**src/rtl/trojan_trigger_pkg.sv**
```systemverilog
// Shared types and constants for the multi-mode trigger unit.
// States, mode selectors and trigger_src bit positions.
package trojan_trigger_pkg;

    typedef enum logic [1:0] {
        ST_IDLE  = 2'd0,
        ST_ARMED = 2'd1,
        ST_FIRED = 2'd2
    } state_e;

    localparam logic [1:0] MODE_TIME = 2'd0;
    localparam logic [1:0] MODE_EVT  = 2'd1;
    localparam logic [1:0] MODE_SEQ  = 2'd2;
    localparam logic [1:0] MODE_ANY  = 2'd3;

    localparam int SRC_TIME = 0;
    localparam int SRC_EVT  = 1;
    localparam int SRC_SEQ  = 2;

    // Which trigger_src bits a given mode allows to fire.
    function automatic logic [2:0] mode_mask(input logic [1:0] mode);
        logic [2:0] m;
        m = '0;
        unique case (mode)
            MODE_TIME: m[SRC_TIME] = 1'b1;
            MODE_EVT:  m[SRC_EVT]  = 1'b1;
            MODE_SEQ:  m[SRC_SEQ]  = 1'b1;
            default:   m = '1;
        endcase
        return m;
    endfunction

endpackage

```
**src/rtl/trojan_seq_matcher.sv**
```systemverilog
// Tracks progress through a fixed data pattern on a qualified bus.
// Only a restart on element 0 is recognised after a mismatch.
module trojan_seq_matcher
    import trojan_trigger_pkg::*;
#(
    parameter int                        DATA_W      = 8,
    parameter int                        SEQ_LEN     = 4,
    parameter logic [SEQ_LEN*DATA_W-1:0] SEQ_PATTERN = 32'h44_33_22_11
) (
    input  logic              clk,
    input  logic              rst_n,
    input  logic              i_en,
    input  logic              i_clr,
    input  logic              i_valid,
    input  logic [DATA_W-1:0] i_data,
    output logic              o_hit
);

    localparam int IDX_W = (SEQ_LEN > 1) ? $clog2(SEQ_LEN) : 1;

    logic [IDX_W-1:0]  r_idx;
    logic [DATA_W-1:0] w_elem;
    logic [DATA_W-1:0] w_first;
    logic              w_match;
    logic              w_last;

    assign w_elem  = SEQ_PATTERN[DATA_W*int'(r_idx) +: DATA_W];
    assign w_first = SEQ_PATTERN[DATA_W-1:0];
    assign w_match = (i_data == w_elem);
    assign w_last  = (r_idx == IDX_W'(SEQ_LEN - 1));
    assign o_hit   = i_en & i_valid & w_match & w_last;

    // Advance on a matching beat, restart at 0 or 1 on a mismatch.
    always_ff @(posedge clk or negedge rst_n) begin
        if (!rst_n) begin
            r_idx <= '0;
        end else if (i_clr) begin
            r_idx <= '0;
        end else if (i_en && i_valid) begin
            if (w_match)
                r_idx <= w_last ? '0 : r_idx + IDX_W'(1);
            else if (i_data == w_first)
                r_idx <= IDX_W'(1);
            else
                r_idx <= '0;
        end
    end

endmodule

```
**src/rtl/trojan_trigger_unit.sv**
```systemverilog
// Time / event / sequence trigger with arm, clear and sticky or pulse output.
// All outputs come straight from registers; fire latency is one edge.
module trojan_trigger_unit
    import trojan_trigger_pkg::*;
#(
    parameter int                        CNT_W       = 32,
    parameter int unsigned               TIME_THRESH = 2500,
    parameter int unsigned               EVT_THRESH  = 16,
    parameter int                        DATA_W      = 8,
    parameter int                        SEQ_LEN     = 4,
    parameter logic [SEQ_LEN*DATA_W-1:0] SEQ_PATTERN = 32'h44_33_22_11,
    parameter bit                        STICKY      = 1'b1
) (
    input  logic              CLK100MHZ,
    input  logic              CPU_RESETN,
    input  logic              arm,
    input  logic              clear,
    input  logic [1:0]        mode,
    input  logic              event_in,
    input  logic [DATA_W-1:0] data_in,
    input  logic              data_valid,
    output logic              trigger,
    output logic [2:0]        trigger_src,
    output logic              armed
);

    localparam logic [1:0] S_IDLE  = 2'(ST_IDLE);
    localparam logic [1:0] S_ARMED = 2'(ST_ARMED);
    localparam logic [1:0] S_FIRED = 2'(ST_FIRED);

    logic [1:0]       r_state;
    logic [CNT_W-1:0] r_cyc_cnt;
    logic [CNT_W-1:0] r_evt_cnt;
    logic             r_evt_prev;
    logic             r_trigger;
    logic [2:0]       r_src;

    logic             w_armed;
    logic             w_idle;
    logic             w_rise;
    logic             w_hit_seq;
    logic [2:0]       w_hits;
    logic [2:0]       w_fire_src;
    logic             w_fire;

    assign w_armed = (r_state == S_ARMED);
    assign w_idle  = (r_state == S_IDLE);
    assign w_rise  = event_in & ~r_evt_prev;

    assign w_hits[SRC_TIME] = w_armed &&
        (r_cyc_cnt == CNT_W'(TIME_THRESH - 1));
    assign w_hits[SRC_EVT]  = w_armed && w_rise &&
        (r_evt_cnt == CNT_W'(EVT_THRESH - 1));
    assign w_hits[SRC_SEQ]  = w_hit_seq;

    assign w_fire_src = w_hits & mode_mask(mode);
    assign w_fire     = |w_fire_src;

    assign trigger     = r_trigger;
    assign trigger_src = r_src;
    assign armed       = w_armed;

    trojan_seq_matcher #(
        .DATA_W      (DATA_W),
        .SEQ_LEN     (SEQ_LEN),
        .SEQ_PATTERN (SEQ_PATTERN)
    ) u_seq (
        .clk     (CLK100MHZ),
        .rst_n   (CPU_RESETN),
        .i_en    (w_armed),
        .i_clr   (clear | w_idle),
        .i_valid (data_valid),
        .i_data  (data_in),
        .o_hit   (w_hit_seq)
    );

    // Previous event_in level for rising-edge detection, in every state.
    always_ff @(posedge CLK100MHZ or negedge CPU_RESETN) begin
        if (!CPU_RESETN)
            r_evt_prev <= 1'b0;
        else
            r_evt_prev <= event_in;
    end

    // Saturating cycle and event counters: zero in IDLE, frozen in FIRED.
    always_ff @(posedge CLK100MHZ or negedge CPU_RESETN) begin
        if (!CPU_RESETN) begin
            r_cyc_cnt <= '0;
            r_evt_cnt <= '0;
        end else if (clear || w_idle) begin
            r_cyc_cnt <= '0;
            r_evt_cnt <= '0;
        end else if (w_armed) begin
            if (r_cyc_cnt != '1)
                r_cyc_cnt <= r_cyc_cnt + CNT_W'(1);
            if (w_rise && (r_evt_cnt != '1))
                r_evt_cnt <= r_evt_cnt + CNT_W'(1);
        end
    end

    // Control FSM: clear beats fire and arm; src holds until next fire.
    always_ff @(posedge CLK100MHZ or negedge CPU_RESETN) begin
        if (!CPU_RESETN) begin
            r_state   <= S_IDLE;
            r_trigger <= 1'b0;
            r_src     <= '0;
        end else if (clear) begin
            r_state   <= S_IDLE;
            r_trigger <= 1'b0;
            r_src     <= '0;
        end else begin
            unique case (r_state)
                S_IDLE: begin
                    r_trigger <= 1'b0;
                    if (arm)
                        r_state <= S_ARMED;
                end
                S_ARMED: begin
                    if (w_fire) begin
                        r_state   <= S_FIRED;
                        r_trigger <= 1'b1;
                        r_src     <= w_fire_src;
                    end
                end
                S_FIRED: begin
                    if (STICKY) begin
                        r_trigger <= 1'b1;
                    end else begin
                        r_state   <= S_IDLE;
                        r_trigger <= 1'b0;
                    end
                end
                default: begin
                    r_state   <= S_IDLE;
                    r_trigger <= 1'b0;
                end
            endcase
        end
    end

endmodule

```
**config.mk**
```make
export PLATFORM = sky130hd
export DESIGN_NAME = trojan_trigger_unit
export DESIGN_NICKNAME = d
export VERILOG_FILES = /design/src/rtl/trojan_trigger_pkg.sv /design/src/rtl/trojan_seq_matcher.sv /design/src/rtl/trojan_trigger_unit.sv
export SDC_FILE = /design/constraint.sdc
export NUM_CORES = 1
export LEC_CHECK = 0
export ABC_AREA = 1
export CAP_MARGIN = 10
export CORE_ASPECT_RATIO = 1.1
export CORE_MARGIN = 5
export CORE_UTILIZATION = 46
export CTS_CLUSTER_DIAMETER = 120
export DETAILED_ROUTE_END_ITERATION = 8
export PLACE_DENSITY = 0.68
export SYNTH_ARGS = -nofsm -noshare
export SYNTH_HDL_FRONTEND = slang
export SYNTH_SLANG_ARGS = --single-unit
```
**constraint.sdc**
```tcl
create_clock -name CLK100MHZ -period 4.65 [get_ports CLK100MHZ]
set_clock_uncertainty 0.15 [all_clocks]
set_input_delay 0.6975 -clock CLK100MHZ [delete_from_list [all_inputs] [get_ports CLK100MHZ]]
set_output_delay 0.6975 -clock CLK100MHZ [all_outputs]
set_load 0.01 [all_outputs]
```
# [Word level (Yosys, flattened, before mapping)]
# Cells that the tools add are included.
[word_totals] output_inout_bits=5 mem_count=0 input_bits=16 regBits=73 latch_bits=0 mem_bits_ro=0 ramBits=0 wordCells=78
[classes] add_sub_neg=3 n_mux=24 order_cmp=0 bitwise=7 n_div=0 n_eq_ne=14 shift=1 n_reduce_logical=22 mul=0
[ops] op="$mux 32" count=6
[ops] op="$add 32x1->32 const B" count=2
[ops] op="$ne 32x32->1 const B" count=2
[ops] op="$eq 32x12->1 const B" count=1
[ops] op="$eq 32x4->1 const B" count=1
[ops] op="$shiftx 32x6->8 const A" count=1
[ops] op="$mux 2" count=7
[ops] op="$reduce_bool 2->1" count=6
[ops] op="$mux 3" count=3
[ops] op="$eq 8x5->1 const B" count=1
[ops] op="$eq 8x8->1" count=1
[ops] op="$eq 2x2->1 const B" count=3
[ops] op="$mux 1" count=6
[ops] op="$ne 3x3->1 const B" count=2
[ops] op="$pmux 2 s3" count=1
[ops] op="$reduce_and 2->1" count=3
[ops] op="$reduce_or 2->1" count=3
[ops] op="$logic_and 1x1->1" count=5
[ops] op="$and 1x1->1" count=4
[ops] op="$eq 2x1->1 const B" count=2
[ops] op="$logic_not 2->1" count=2
[ops] op="$and 3x3->3" count=1
[ops] op="$reduce_and 3->1" count=1
[ops] op="$reduce_or 3->1" count=1
[ops] op="6 further kinds" count=6

# [Logic depth before layout (Yosys ltp)]
# Gate-level depths: netlist (run 1).
[depth] ltp_word=9 ltp_mapped=13 mapped_depth_nobuf=13

# [Cells and area by module]
# Synthesis (run 1) repeated with hierarchy kept, for this count alone.
[unflattened] cells_unflattened=893 hier_area_um2=5529.1
[modules_own_cells] module="trojan_trigger_unit" seq_area_each_um2=1776.7 n_inst=1 cells_each=840 area_each_um2=5210.0
[modules_own_cells] module="trojan_seq_matcher" seq_area_each_um2=50.0 n_inst=1 cells_each=53 area_each_um2=319.1

# [Worst setup path after synthesis (run 1)]
# No wires, ideal clock.
[synth_path] kind="input port to flip-flop" start="input mode[0]" end="register r_state[0]" setup_time_ns=0.117 n_path_buf=0 arrival_time_ns=1.721 stages=12 slack_ns=2.662 path_cell_list="inv_1 -> ha_1 -> nor2_1 -> nand2_1 -> nor2_1 -> nand2_1 -> nor2_1 -> nand2_1 -> nand4_1 -> nand2_1 -> nand2_1 -> nand2_1"
[synth_between] elab_chain_cells=7 elab_cells_between_ends=13
[synth_rtl] item="start: declaration" line_no="trojan_trigger_unit.sv:18" rtl="input logic [1:0] mode,"
[synth_rtl] item="$eq 2x1->1 (tied with other cells)" line_no="trojan_trigger_pkg.sv:24" rtl="unique case (mode)"
[synth_rtl] item="$reduce_or 2->1 (no source line)"
[synth_rtl] item="$mux 1" line_no="trojan_trigger_pkg.sv:24"
[synth_rtl] item="$and 3x3->3 (*)" line_no="trojan_trigger_unit.sv:56" rtl="assign w_fire_src = w_hits & mode_mask(mode);"
[synth_rtl] item="$reduce_or 3->1 (*)" line_no="trojan_trigger_unit.sv:57" rtl="assign w_fire = |w_fire_src;"
[synth_rtl] item="$ne 3x3->1 (no source line) (*)"
[synth_rtl] item="$reduce_and 3->1 (no source line) (*)"
[synth_rtl] item="end signal: assignment" line_no="trojan_trigger_unit.sv:104" rtl="r_state <= S_IDLE;"
[synth_rtl] item="end signal: assignment" line_no="trojan_trigger_unit.sv:108" rtl="r_state <= S_IDLE;"
[synth_rtl] item="end signal: assignment" line_no="trojan_trigger_unit.sv:116" rtl="r_state <= S_ARMED;"
[synth_rtl] item="end: declaration" line_no="trojan_trigger_unit.sv:31" rtl="logic [1:0] r_state;"
# Mark *: on every way between the ends. The rest lies on a longest branch, timed or not.
# A chain may end at the register's enable or synchronous reset.

# [Worst setup path in the final report (run 1)]
[layout_path] start="register r_cyc_cnt[0]" end="register r_cyc_cnt[11]"
[layout_between] elab_chain_cells=4 elab_cells_between_ends=7
[layout_rtl] item="start: declaration" line_no="trojan_trigger_unit.sv:32" rtl="logic [CNT_W-1:0] r_cyc_cnt;"
[layout_rtl] item="start signal: assignment" line_no="trojan_trigger_unit.sv:95" rtl="r_cyc_cnt <= r_cyc_cnt + CNT_W'(1);"
[layout_rtl] item="$add 32x1->32" line_no="trojan_trigger_unit.sv:95"
[layout_rtl] item="$mux 32" line_no="trojan_trigger_unit.sv:94" rtl="if (r_cyc_cnt != '1)"
[layout_rtl] item="$mux 32" line_no="trojan_trigger_unit.sv:93" rtl="end else if (w_armed) begin"
[layout_rtl] item="$mux 32" line_no="trojan_trigger_unit.sv:90" rtl="end else if (clear || w_idle) begin"
# Several ways; a longest one is shown, not always the timed one. The select of a mux whose other input is x is not followed.

==> flow_summary_export.csv, run 1 <==
group,metric,value,unit
power_and_ir_drop,pwr-share-comb,0.209,
placed_design,placed_cell_area,5780,µm²
hold_path,hold_path.class,"in -> async",
sta,fin_crit_sh,0.639,
placed_design,port_buffers,20,
flow_run,max-cap-violations,0,
sta,hold_slack,0.370,ns
global_routing,grt_pass1_vias,5323,
worst_setup_path,critical_path.max_stage_delay,0.76,ns
worst_setup_path,crit_family,"simple AND/OR/NAND/NOR gates",
floorplan,start_util,0.464,
synthesis,yosys_warnings,0,
clocking,post_cts_buffers,0,
floorplan,die_y,125,µm
synthesis,syn_area_per_cell,6.20,µm²
detailed_routing,drt_iter0_drc,342,
detailed_routing,vias_per_cell,5.17,
floorplan,die_w,114,µm
power_and_ir_drop,p_seq_frac,0.395,
synthesis,syn-instance-count,889,
power_and_ir_drop,powerDensity,285,nW/µm²
worst_setup_path,crit_type,"reg -> reg",
cells_and_area,insertedDiodeCount,0,
worst_setup_path,crit_chain,"ha_1 -> nand2_2 -> inv_2 -> nand2_2 -> clkinv_2 -> nand2_2 -> nor2_4 -> nand4_1 -> nand2_2 -> inv_2 -> nand2_1 -> nand2_1",
floorplan,fp-row-count,42,
placed_design,gp_congestion,0.965,
clocking,cts_made_buffers,9,
detailed_routing,avgRoutedWirePerCell,13.4,µm
floorplan,die_area,14300,µm²
power_and_ir_drop,p_switching,0.569,mW
clocking,cts_buffer_depth,2,
power_and_ir_drop,p_total,1.73,mW
clocking,clock_sinks,73,
detailed_routing,drc_errors,0,
synthesis,synth_nets,917,
detailed_routing,final_antenna_net_count,0,
clocking,clock-root-buffer,"clkbuf_16",
sta,rsz0062_at_grt,"no",
run_status,status,"finished clean",
power_and_ir_drop,swShare,0.329,
clocking,cts_hold_buf,0,
worst_setup_path,crit_slowest_cell,"nand2_2",
cells_and_area,n_fill_cell,1248,
clocking,cts_tree,"built",
synthesis,syn_area,5510,µm²
worst_setup_path,cp_common_cell,"nand2_2",
sta,hold_violations,0,
cells_and_area,multi_input_area,3220,µm²
detailed_routing,firstDrtPassIters,5,
worst_setup_path,critPathCaptureType,"flip-flop",
clocking,ctsResizeCount,0,
worst_setup_path,crit_buf_inv,3,
clocking,path_clk_slew,0.06,ns
cells_and_area,final_nets,930,
power_and_ir_drop,ir_drop,0.167,mV
global_routing,antenna_found_initial,0,
global_routing,grtUsageTotal,0.210,
placed_design,dp_hpwl,10500,µm
sta,setup_viol,0,
floorplan,core-area,11900,µm²
power_and_ir_drop,internal_power,1.16,mW
cells_and_area,fin_area,6070,µm²
worst_setup_path,startpoint_type,"flip-flop",
floorplan,io_pins,21,
worst_setup_path,reg2reg_slack,1.68,ns
global_routing,grt_pass1_wl,24600,µm
sta,fmaxAchievable,336,MHz
global_routing,grt_max_degree,74,
detailed_routing,routed_wl,14200,µm
power_and_ir_drop,p_clk_frac,0.396,
detailed_routing,via_count,5483,
worst_setup_path,cp.required,4.71,ns
cells_and_area,seqCellArea,1830,µm²
global_routing,gr-total-overflow,0,
synthesis,synth_seq_cells,73,
clocking,h-tree-depth,3,
worst_setup_path,cp_max_fo,59,
sta,slew_violations,0,
clocking,clock_latency,0.33,ns
power_and_ir_drop,p_leak,2.68,nW
worst_setup_path,cp_data_arrival_time,3.04,ns
synthesis,ys_seq_area_frac,0.332,
synthesis,synthDistinctLibCells,31,
cells_and_area,area_growth,10.1,%
sta,tns,0,ns
cells_and_area,drive_above_1_share,0.0485,
sta,worstMarginPinSlew,0.932,ns
sta,fin_crit,2.97,ns
sta,slew_headroom,0.376,
## state kept, by name (all words and copies together), names as in the netlist
register     cells
r_cyc_cnt       32
r_evt_cnt       32
r_evt_prev       1
r_state          2
trigger          1
trigger_src      3
u_seq.r_idx      2
## synthesized netlist by cell type
cell | instances | area (µm²)
nand3b_1 | 1 | 7.51
buf_6 | 8 | 90.1
nand3_1 | 100 | 500
o21bai_1 | 1 | 7.51
nand2_2 | 5 | 31.3
nor3_1 | 29 | 145
o21ai_0 | 25 | 125
o21ai_1 | 6 | 30.0
nor3b_1 | 3 | 22.5
xor2_1 | 11 | 96.3
nand2_4 | 1 | 11.3
xnor2_1 | 9 | 78.8
nand3_2 | 2 | 20.0
nand2_1 | 320 | 1200
dfrtp_1 | 73 | 1830
nand4_1 | 17 | 106
nor3_2 | 3 | 30.0
clkbuf_1 | 9 | 33.8
inv_1 | 78 | 293
inv_2 | 6 | 22.5
clkinv_2 | 1 | 5.00
nor4_1 | 2 | 12.5
nor2_2 | 5 | 31.3
a21oi_1 | 1 | 5.00
a31oi_1 | 1 | 6.26
nor2_4 | 1 | 11.3
or2_2 | 2 | 12.5
ha_1 | 12 | 150
o22ai_1 | 1 | 6.26
buf_2 | 4 | 20.0
nor2_1 | 152 | 571
## cell type report
type	instances	area share
multi-input combinational	710	0.531
tap	154	0.0318
clock inverter	5	0.00928
timing repair buffer	23	0.0363
clock buffer	11	0.0384
sequential	73	0.301
inverter	85	0.0528
## kinds of logic (layout without fill, tap and decap cells)
kind of cell,Yosys count,in the layout,synth area share
compound gates,35,35,0.0327
buf+inv,106,124,0.0842
simple gates,643,643,0.493
xor+xnor,20,20,0.0318
flops,73,73,0.332
fa+ha+maj,12,12,0.0272
## through the flow
stage	setup slack, ns	util	std cells
final	1.68	0.511	1061
after CTS	1.66	0.511	1061
after floorplan	2.66	-	889
after global routing	1.38	0.511	1061
after detailed placement	1.38	0.487	1045
after global placement	1.40	0.487	1045
## layout by cell type (no fill, tap or decap), types with 9 or more instances in the layout
cell type / count
clkdlybuf4s50_1: 19
nor3_1: 29
xnor2_1: 9
clkbuf_16: 9
ha_1: 12
inv_1: 78
dfrtp_1: 73
o21ai_0: 25
nor2_1: 152
nand3_1: 100
xor2_1: 11
nand4_1: 17
nand2_1: 320
## metal layers
| layer | up-vias | track usage | routed length, µm |
|---|---|---|---|
| li1 | 2835 | - | - |
| met1 | 2492 | 0.257 | 6240 |
| met2 | 118 | 0.354 | 6980 |
| met3 | 38 | 0.0364 | 512 |
| met4 | 0 | 0.0971 | 512 |
| met5 | - | 0 | 0 |
## power by group through the flow
| stage | Clock [mW] | Combinational (mW) | Sequential (mW) |
|---|---|---|---|
| floorplan | 0 | 0.275 | 0.691 |
| global placement | 0 | 0.359 | 0.695 |
| detailed placement | 0 | 0.365 | 0.697 |
| CTS | 0.703 | 0.366 | 0.685 |
| global route | 0.737 | 0.401 | 0.691 |
| finish | 0.686 | 0.361 | 0.684 |
## path summary, 6_finish.rpt
check,start,to,cells past startpoint
setup / recovery,r_cyc_cnt[0],r_cyc_cnt[11],12
hold reg to reg,trigger,trigger,2
min in group CLK100MHZ,trigger,trigger,2
setup reg to reg,r_cyc_cnt[0],r_cyc_cnt[11],12
hold / removal,CPU_RESETN,r_evt_cnt[17],1
max in group asynchronous,CPU_RESETN,r_evt_cnt[8],1
Note: power is estimated with default switching activity, not from simulation.
==> inputs of run 2 (changes only) <==
--- a/config.mk
+++ b/config.mk
@@ -12,7 +12,7 @@
 export CORE_UTILIZATION = 46
 export CTS_CLUSTER_DIAMETER = 120
 export DETAILED_ROUTE_END_ITERATION = 8
-export PLACE_DENSITY = 0.68
+export PLACE_DENSITY = 0.7
 export SYNTH_ARGS = -nofsm -noshare
 export SYNTH_HDL_FRONTEND = slang
 export SYNTH_SLANG_ARGS = --single-unit
==> constraint.sdc (replaced) <==
create_clock -name CLK100MHZ -period 2.65 [get_ports CLK100MHZ]
set_clock_uncertainty 0.15 [all_clocks]
set_input_delay 0.3975 -clock CLK100MHZ [delete_from_list [all_inputs] [get_ports CLK100MHZ]]
set_output_delay 0.3975 -clock CLK100MHZ [all_outputs]
set_load 0.01 [all_outputs]
==> flow_summary_export.csv, run 2 (synthesized netlist as in run 1, its figures left out) <==
group,metric,value,unit
detailed_routing,vias_per_cell,5.07,
floorplan,core-area,11900,µm²
worst_setup_path,crit_buf_inv,2,
detailed_routing,drc_errors,0,
placed_design,dp_hpwl,10300,µm
sta,slew_violations,0,
placed_design,gp_congestion,0.913,
sta,hold_violations,0,
sta,worstMarginPinSlew,0.553,ns
global_routing,gr-total-overflow,0,
detailed_routing,avgRoutedWirePerCell,13.3,µm
detailed_routing,drt_iter0_drc,386,
power_and_ir_drop,powerDensity,543,nW/µm²
global_routing,grtUsageTotal,0.210,
worst_setup_path,crit_slowest_cell,"clkdlybuf4s50_1",
detailed_routing,final_antenna_net_count,0,
worst_setup_path,crit_chain,"inv_1 -> ha_1 -> clkdlybuf4s50_1",
power_and_ir_drop,p_leak,2.76,nW
cells_and_area,n_fill_cell,1217,
placed_design,dp_cells,1051,
global_routing,antenna_found_initial,0,
floorplan,io_pins,21,
sta,fmaxAchievable,423,MHz
sta,fin_crit,2.36,ns
sta,setup_viol,0,
worst_setup_path,r2r-end,"r_evt_cnt[1]",
hold_path,min_from,"event_in",
worst_setup_path,r2r_start,"r_evt_cnt[0]",
power_and_ir_drop,ir_drop,0.347,mV
cells_and_area,final_common_cell,"nand2_1",
worst_setup_path,reg2reg_slack,0.39,ns
cells_and_area,instances_no_fill,1068,
placed_design,dp_slack,0.276,ns
clocking,cts_buffer_depth,2,
floorplan,start_util,0.464,
floorplan,die_w,114,µm
cells_and_area,final_cell_mix,"nand2_1 (320), nor2_1 (152), nand3_1 (100), inv_1 (78), dfrtp_1 (73)",
floorplan,die_area,14300,µm²
hold_path,whs_path_depth,1,
worst_setup_path,cp.required,2.10,ns
hold_path,hold_end,"r_evt_prev",
flow_run,max-cap-violations,0,
worst_setup_path,crit_type,"reg -> out",
detailed_routing,via_count,5418,
sta,tns,0,ns
clocking,clock-root-buffer,"clkbuf_16",
cells_and_area,fin_area,6220,µm²
clocking,clock_sinks,73,
cells_and_area,final_nets,937,
worst_setup_path,crit_family,"buffers and inverters",
clocking,h-tree-depth,3,
clocking,cts_made_buffers,9,
sta,slew_headroom,0.628,
run_status,status,"finished clean",
cells_and_area,area_growth,12.9,%
detailed_routing,routed_wl,14300,µm
placed_design,placed_cell_area,5850,µm²
worst_setup_path,r2r_cells,11,
worst_setup_path,critical_path.max_stage_delay,0.60,ns
cells_and_area,insertedDiodeCount,0,
worst_setup_path,cp_data_arrival_time,1.82,ns
floorplan,die_y,125,µm
hold_path,hold_path.class,"in -> reg",
global_routing,grt_pass1_vias,5282,
placed_design,port_buffers,20,
worst_setup_path,critPathCaptureType,"output port",
sta,hold_slack,0.379,ns
detailed_routing,firstDrtPassIters,4,
sta,fin_ws,0.285,ns
worst_setup_path,cp_max_fo,5,
clocking,post_cts_buffers,0,
sta,rsz0062_at_grt,"no",
clocking,cts_tree,"built",
worst_setup_path,startpoint_type,"flip-flop",
clocking,path_clk_slew,0.06,ns
global_routing,grt_pass1_wl,24600,µm
global_routing,grt_max_degree,60,
cells_and_area,drive_above_1_share,0.0569,
clocking,clock_latency,0.34,ns
floorplan,fp-row-count,42,
sta,fin_crit_sh,0.892,
[run 2: changes by cell type in the layout (fill, tap and decap cells not counted)]
| cell | before | now |
|---|---|---|
| buf_12 | 0 | 2 |
| bufinv_16 | 1 | 3 |
| dlygate4sd3_1 | 0 | 1 |
| buf_4 | 4 | 8 |
| clkinv_2 | 3 | 1 |
| clkbuf_1 | 2 | 0 |
| clkbuf_8 | 0 | 3 |
| clkinv_4 | 1 | 0 |
[run 2: worst max-delay path by stage]
stage | cells after the start | slack (ns) | to | start
2_1_floorplan | 11 | 0.75 | r_evt_cnt[6] | r_evt_cnt[0]
3_3_place_gp | 13 | 0.35 | r_state[1] | mode[0]
3_5_place_dp | 13 | 0.28 | r_state[1] | mode[0]
4_1_cts | 3 | 0.28 | armed | r_state[1]
5_1_grt | 10 | 0.16 | r_evt_cnt[11] | r_evt_cnt[0]
6_report | 3 | 0.29 | armed | r_state[1]
[run 2: report_power, final]
part	total, mW	switching (mW)	internal, mW	leakage (nW)
sequential	1.20	0.0486	1.15	1.01
combinational	0.682	0.497	0.185	1.57
clock	1.49	0.495	0.998	0.175
total	3.38	1.04	2.34	2.76
[run 2: repair_timing]
| item | in CTS | in global routing |
|---|---|---|
| resized for setup | 0 | 0 |
| hold buffers | 1 | 0 |
| hold endpoints to repair | 40 | 0 |
[run 2: stage by stage]
stage                     total power, mW  utilization
after floorplan                      1.70            -
after global placement               1.90        0.493
after detailed placement             1.91        0.493
after CTS                            3.41        0.524
after global routing                 3.53        0.524
final                                3.38        0.524
[run 2: area by class of cell]
type,count,area (µm²),share of cell area
clock buffers,12,267,0.0428
flip-flops and latches,73,1830,0.294
clock inverters,4,97.6,0.0157
inverters,85,320,0.0515
well taps,154,193,0.0310
multi-input cells,710,3220,0.517
repair buffers,30,300,0.0483
[run 2: routing by layer]
metal / track usage / routed length, µm
met1: 0.265 / 6320
met2: 0.353 / 6870
met3: 0.0214 / 539
met4: 0.103 / 520
met5: 0 / 0
